$ cat src/rtl/hard_mem_1rw_arb_pkg.sv
// Shared types and helpers for the byte-masked 1RW memory arbiter.
package hard_mem_1rw_arb_pkg;

  typedef enum logic {
    eINIT = 1'b0,
    eRUN  = 1'b1
  } arb_state_e;

  // Width of a requester index; never narrower than one bit.
  function automatic int unsigned req_idx_width(input int unsigned n);
    return (n > 1) ? $clog2(n) : 1;
  endfunction

endpackage

$ cat src/rtl/hard_mem_1rw_arb_rr.sv
// N-way round-robin grant generator; the pointer names the highest-priority requester.
module hard_mem_1rw_arb_rr
  import hard_mem_1rw_arb_pkg::*;
#(
  parameter int unsigned num_req_p = 2
) (
  input  logic                 clk_i,
  input  logic                 reset_i,
  input  logic [num_req_p-1:0] reqs_i,
  input  logic                 yumi_i,
  output logic [num_req_p-1:0] grants_o
);

  localparam int unsigned idx_width_lp = req_idx_width(num_req_p);
  localparam logic [idx_width_lp-1:0] last_idx_lp = idx_width_lp'(num_req_p - 1);
  localparam logic [idx_width_lp-1:0] one_lp      = idx_width_lp'(1);

  logic [idx_width_lp-1:0] ptr_r, ptr_n, scan_idx, gnt_idx;
  logic                    found;

  // Scan from the pointer upward with wrap; first requester found wins.
  always_comb begin
    grants_o = '0;
    gnt_idx  = '0;
    found    = 1'b0;
    scan_idx = ptr_r;
    for (int unsigned i = 0; i < num_req_p; i++) begin
      if (!found && reqs_i[scan_idx]) begin
        found   = 1'b1;
        gnt_idx = scan_idx;
      end
      scan_idx = (scan_idx == last_idx_lp) ? '0 : scan_idx + one_lp;
    end
    if (found) grants_o[gnt_idx] = 1'b1;
    ptr_n = (gnt_idx == last_idx_lp) ? '0 : gnt_idx + one_lp;
  end

  always_ff @(posedge clk_i) begin
    if (reset_i) begin
      ptr_r <= '0;
    end else if (yumi_i && found) begin
      ptr_r <= ptr_n;
    end
  end

endmodule

$ cat src/rtl/hard_mem_1rw_byte_mask_arbiter.sv
// Round-robin sharing of one byte-masked 1RW SRAM wrapper among num_req_p requesters.
// Define HARD_MEM_1RW_ARB_ZERO_INIT_EN to zero-fill the array after reset before granting.
module hard_mem_1rw_byte_mask_arbiter
  import hard_mem_1rw_arb_pkg::*;
#(
  parameter int unsigned width_p             = 64,
  parameter int unsigned els_p               = 512,
  parameter int unsigned num_req_p           = 2,
  parameter int unsigned addr_width_lp       = $clog2(els_p),
  parameter int unsigned write_mask_width_lp = width_p >> 3
) (
  input  logic                                     clk_i,
  input  logic                                     reset_i,
  input  logic [num_req_p-1:0]                     v_i,
  input  logic [num_req_p-1:0]                     w_i,
  input  logic [num_req_p*addr_width_lp-1:0]       addr_i,
  input  logic [num_req_p*width_p-1:0]             data_i,
  input  logic [num_req_p*write_mask_width_lp-1:0] write_mask_i,
  output logic [num_req_p-1:0]                     ready_o,
  output logic [num_req_p-1:0]                     v_o,
  output logic [width_p-1:0]                       data_o,
  output logic                                     init_done_o,
  output logic                                     mem_v_o,
  output logic                                     mem_w_o,
  output logic [addr_width_lp-1:0]                 mem_addr_o,
  output logic [width_p-1:0]                       mem_data_o,
  output logic [write_mask_width_lp-1:0]           mem_write_mask_o,
  input  logic [width_p-1:0]                       mem_data_i
);

  logic                           run, in_init;
  logic [addr_width_lp-1:0]       init_addr;
  logic [num_req_p-1:0]           reqs, grants, rd_v_r;
  logic                           sel_w;
  logic [addr_width_lp-1:0]       sel_addr;
  logic [width_p-1:0]             sel_data;
  logic [write_mask_width_lp-1:0] sel_mask;

`ifdef HARD_MEM_1RW_ARB_ZERO_INIT_EN
  arb_state_e               state_r, state_n;
  logic [addr_width_lp-1:0] init_addr_r;

  always_ff @(posedge clk_i) begin
    if (reset_i) begin
      state_r     <= eINIT;
      init_addr_r <= '0;
    end else begin
      state_r <= state_n;
      if (state_r == eINIT) init_addr_r <= init_addr_r + addr_width_lp'(1);
    end
  end

  // Leave the sweep once the last word has been written.
  always_comb begin
    state_n = state_r;
    if ((state_r == eINIT) && (init_addr_r == addr_width_lp'(els_p - 1))) state_n = eRUN;
  end

  assign in_init     = (state_r == eINIT) && !reset_i;
  assign run         = (state_r == eRUN) && !reset_i;
  assign init_addr   = init_addr_r;
  assign init_done_o = run;
`else
  assign in_init     = 1'b0;
  assign run         = !reset_i;
  assign init_addr   = '0;
  assign init_done_o = 1'b1;
`endif

  assign reqs    = v_i & {num_req_p{run}};
  assign ready_o = grants;

  hard_mem_1rw_arb_rr #(
    .num_req_p(num_req_p)
  ) rr (
    .clk_i   (clk_i),
    .reset_i (reset_i),
    .reqs_i  (reqs),
    .yumi_i  (|grants),
    .grants_o(grants)
  );

  // One-hot select of the granted requester's command fields.
  always_comb begin
    sel_w    = 1'b0;
    sel_addr = '0;
    sel_data = '0;
    sel_mask = '0;
    for (int unsigned i = 0; i < num_req_p; i++) begin
      if (grants[i]) begin
        sel_w    = w_i[i];
        sel_addr = addr_i[i*addr_width_lp +: addr_width_lp];
        sel_data = data_i[i*width_p +: width_p];
        sel_mask = write_mask_i[i*write_mask_width_lp +: write_mask_width_lp];
      end
    end
  end

  always_comb begin
    mem_v_o          = 1'b0;
    mem_w_o          = 1'b0;
    mem_addr_o       = sel_addr;
    mem_data_o       = sel_data;
    mem_write_mask_o = '0;
    if (in_init) begin
      mem_v_o          = 1'b1;
      mem_w_o          = 1'b1;
      mem_addr_o       = init_addr;
      mem_data_o       = '0;
      mem_write_mask_o = '1;
    end else begin
      mem_v_o          = |grants;
      mem_w_o          = (|grants) && sel_w;
      mem_write_mask_o = sel_w ? sel_mask : '0;
    end
  end

  // Remember which requester owns the read in flight.
  always_ff @(posedge clk_i) begin
    if (reset_i) begin
      rd_v_r <= '0;
    end else begin
      rd_v_r <= grants & ~w_i;
    end
  end

  // A response pending across a reset edge is dropped.
  assign v_o    = rd_v_r & {num_req_p{!reset_i}};
  assign data_o = mem_data_i;

endmodule

$ cat config.mk
export PLATFORM = sky130hd
export DESIGN_NAME = hard_mem_1rw_byte_mask_arbiter
export DESIGN_NICKNAME = d
export VERILOG_FILES = /design/src/rtl/hard_mem_1rw_arb_pkg.sv /design/src/rtl/hard_mem_1rw_arb_rr.sv /design/src/rtl/hard_mem_1rw_byte_mask_arbiter.sv
export SDC_FILE = /design/constraint.sdc
export NUM_CORES = 1
export LEC_CHECK = 0
export BUFFER_PORTS_ARGS = -buffer_cell sky130_fd_sc_hd__buf_2
export CORE_AREA = 2 2 151 153
export CTS_CLUSTER_DIAMETER = 100
export CTS_CLUSTER_SIZE = 40
export DETAILED_ROUTE_END_ITERATION = 8
export DIE_AREA = 0 0 153 155
export MAX_ROUTING_LAYER = met4
export PLACE_DENSITY = 0.34
export SYNTH_ARGS = -nofsm -noshare
export SYNTH_HDL_FRONTEND = slang
export SYNTH_SLANG_ARGS = --single-unit
$ cat constraint.sdc
create_clock -name clk_i -period 4.5 [get_ports clk_i]
set_input_delay 0.9 -clock clk_i [delete_from_list [all_inputs] [get_ports clk_i]]
set_output_delay 0.9 -clock clk_i [all_outputs]
set_load 0.02 [all_outputs]
==> flow_metrics.env <==
export IMPL_startpoint_type="input port"
export IMPL_dominantRegCellSynth="sky130_fd_sc_hd__dfxtp_1"
export IMPL_num_rows=55
export IMPL_design_die_area_um2=23720
export IMPL_slew_margin_rel=0.5222
export IMPL_via_count=2302
export IMPL_cts_max_path_buffers=2
export IMPL_overflow=0
export IMPL_timing_setup_tns_ps=0
export IMPL_layout_cells_non_filler=673
export IMPL_post_synth_main_area_contributors="sky130_fd_sc_hd__a22o_1, sky130_fd_sc_hd__buf_4, sky130_fd_sc_hd__buf_6"
export IMPL_worst_hold_slack_ps=499.2
export IMPL_drv_cap=0
export IMPL_drive_above_1_share=0.6907
export IMPL_critPathKind="input port to output pin"
export IMPL_peakVddDrop_v=0.0001849
export IMPL_synth_largest_area_cell="sky130_fd_sc_hd__a22o_1"
export IMPL_post_synth_top_count_cell="sky130_fd_sc_hd__a22o_1"
export IMPL_fmaxAchievable_ghz=0.2924
export IMPL_clk_latency_ps=220
export IMPL_tightestPinTransition_ps=715.2
export IMPL_finalSetupViolations=0
export IMPL_die_w_um=153
export IMPL_cts_max_level=1
export IMPL_finalWeightedCongestion=0.6612
export IMPL_status="finished clean"
export IMPL_groute_usage_overall=0.06808
export IMPL_floorplan_io_pins=384
export IMPL_fin_area_um2=2786
export IMPL_yosys_warnings=0
export IMPL_cts_tree="done"
export IMPL_antenna_cells_inserted=0
export IMPL_first_iter_violations=119
export IMPL_synth_cell_types=22
export IMPL_power_switching_mw=0.1876
export IMPL_synth_top_cell_area_share=0.3860
export IMPL_synth_edff_count=0
export IMPL_detail_route_vias_per_cell=3.421
export IMPL_share_seq_of_total_power=0.063
export IMPL_cts_root_buf="sky130_fd_sc_hd__clkbuf_16"
export IMPL_yosys_register_bits=3
export IMPL_synth_avg_cell_area_um2=7.851
export IMPL_power_share_switching=0.4073
export IMPL_totalWireLength_um=9003
export IMPL_timing_final_ws_setup_ps=1080
export IMPL_pwr_share_comb=0.628
export IMPL_crit_required_ps=3600
export IMPL_fp_coreArea_um2=22230
export IMPL_number_of_antenna_violations_at_the_first_check_in_global_routing=0
export IMPL_number_of_placed_instances_with_taps_included=669
export IMPL_grt_max_degree=65
export IMPL_floorplan_die_height_um=155
export IMPL_post_place_ws_ps=1092
export IMPL_grt_pass1_wl_um=12350
export IMPL_postRouteAntennaNets=0
export IMPL_critPathCaptureType="output pin"
export IMPL_critPathMaxFanout=64
export IMPL_cts_resized=0
export IMPL_slowest_delay_ps=270
export IMPL_hold_viol_final=0
export IMPL_starting_utilization_of_the_core_area=0.07453
export IMPL_worstPathArrival_ps=2520
export IMPL_pre_repair_dr_iteration_count=4
export IMPL_finalWorstPathRequiredPeriod_ps=3420
export IMPL_pwr_density_cell_nw_per_um2=165.3
export IMPL_critPathMostFrequentCell="sky130_fd_sc_hd__buf_2"
export IMPL_worst_hold_check_path_type="flop to flop"
export IMPL_cp_slowest_cell="sky130_fd_sc_hd__and2_4"
export IMPL_p_int_mw=0.2730
export IMPL_post_synthesis_cell_count=211
export IMPL_area_growth_synth_to_final_pct=68.20
export IMPL_clk_pin_slew_worst_paths_ps=30
export IMPL_finish_net_count=621
export IMPL_power_share_clock=0.310
export IMPL_synth_cells_most_frequent="sky130_fd_sc_hd__a22o_1, sky130_fd_sc_hd__buf_4, sky130_fd_sc_hd__buf_2"
export IMPL_wl_per_cell_um=13.38
export IMPL_placedInstanceArea_um2=2708
export IMPL_drt_drc_violations_left=0
export IMPL_critical_path_cell_chain="buf_2 -> nor2b_1 -> buf_4 -> and2_4 -> buf_12 -> a22o_1 -> buf_2"
export IMPL_place_hpwl_um=7469
export IMPL_synthesis_area_um2=1657
export IMPL_asyncSetResetFlopFracSynth=0
export IMPL_post_cts_setup_buffers=0
export IMPL_syn_nets=443
export IMPL_rsz0062_at_grt="false"
export IMPL_hold_buffers=0
export IMPL_numCtsBuffers=3
export IMPL_n_fill_cell=2588
export IMPL_grt_pass1_vias=2210
export IMPL_final_core_utilization=0.1254
export IMPL_final_worst_path_period_share=0.7601
export IMPL_maxSlewViolCount=0
export IMPL_cts_sinks=3
export IMPL_p_leak_nw=1.587
export IMPL_final_setup_skew_ps=1.798
export IMPL_io_buffer_count=254
export IMPL_yosysSeqAreaShare=0.03625
export IMPL_finalPower_mw=0.4607
[layer usage]
metal  track usage  share of wire  routed length (um)  up-vias
li1              -              -                   -     1086
met1       0.08030           0.39                3536     1021
met5             -              0                   0        -
met2        0.1166           0.49                4373      169
met4       0.01940          0.019                 169        0
met3       0.01532           0.10                 923       26
[final timing paths]
path	slack, ps	end	start	cells after the start
max	1080	mem_addr_o[3]	reset_i	7
max reg2reg	3550	rd_v_r[1]	rr.ptr_r	3
min	500	rr.ptr_r	rr.ptr_r	2
min reg2reg	500	rr.ptr_r	rr.ptr_r	2
[state kept, by name (all words and copies together), names as in the netlist]
| signal | cells |
|---|---|
| rr.ptr_r | 1 |
| rd_v_r | 2 |
[worst max-delay path: cells and delay by family]
kind | cells | cell delay [ps]
AOI/OAI and AO/OA | 1 | 240
buffers and inverters | 4 | 880
and+or+nand+nor | 2 | 410
[logic make-up (layout without fill, tap and decap cells)]
family          after synthesis  count (layout)  synth area share
compound gates               94              94            0.4985
flops                         3               3           0.03626
buf+inv                      95             272            0.4033
simple gates                 18              18           0.05966
other cells                   1               1          0.002264
[power by group through the flow]
| stage | logic, mW | registers (mW) | clock network, mW |
|---|---|---|---|
| global placement | 0.296 | 0.0292 | 0 |
| floorplan | 0.240 | 0.0290 | 0 |
| CTS | 0.294 | 0.0288 | 0.145 |
| finish | 0.289 | 0.0289 | 0.143 |
| global route | 0.312 | 0.0290 | 0.147 |
| detailed placement | 0.292 | 0.0292 | 0 |
[cells in the final DEF, fill, tap and decap left out]
| master | count |
|---|---|
| sky130_fd_sc_hd__nor3_1 | 1 |
| sky130_fd_sc_hd__a21bo_2 | 1 |
| sky130_fd_sc_hd__buf_12 | 1 |
| sky130_fd_sc_hd__clkbuf_1 | 1 |
| sky130_fd_sc_hd__inv_1 | 9 |
| sky130_fd_sc_hd__nor2_4 | 1 |
| sky130_fd_sc_hd__conb_1 | 1 |
| sky130_fd_sc_hd__and2_4 | 1 |
| sky130_fd_sc_hd__buf_4 | 4 |
| sky130_fd_sc_hd__a211o_1 | 8 |
| sky130_fd_sc_hd__buf_2 | 254 |
| sky130_fd_sc_hd__o21bai_1 | 1 |
| sky130_fd_sc_hd__a211oi_1 | 6 |
| sky130_fd_sc_hd__a211oi_2 | 2 |
| sky130_fd_sc_hd__nor2b_1 | 4 |
| sky130_fd_sc_hd__a32oi_2 | 1 |
| sky130_fd_sc_hd__a21boi_0 | 1 |
| sky130_fd_sc_hd__dfxtp_1 | 3 |
| sky130_fd_sc_hd__nand3_1 | 8 |
| sky130_fd_sc_hd__nor2_1 | 1 |
| sky130_fd_sc_hd__nand2b_1 | 2 |
| sky130_fd_sc_hd__clkbuf_16 | 3 |
| sky130_fd_sc_hd__a22o_1 | 73 |
| sky130_fd_sc_hd__a21oi_1 | 1 |
[area by class of cell]
cell class / count / area, um2 / share of cell area
well taps: 285 / 356.6 / 0.1280
clock buffers: 4 / 78.83 / 0.02829
multi-input cells: 113 / 935.9 / 0.3359
flip-flops and latches: 3 / 60.06 / 0.02155
inverters: 9 / 33.78 / 0.01212
repair buffers: 259 / 1321 / 0.4742
No activity file was read; power rests on OpenSTA's default activity.
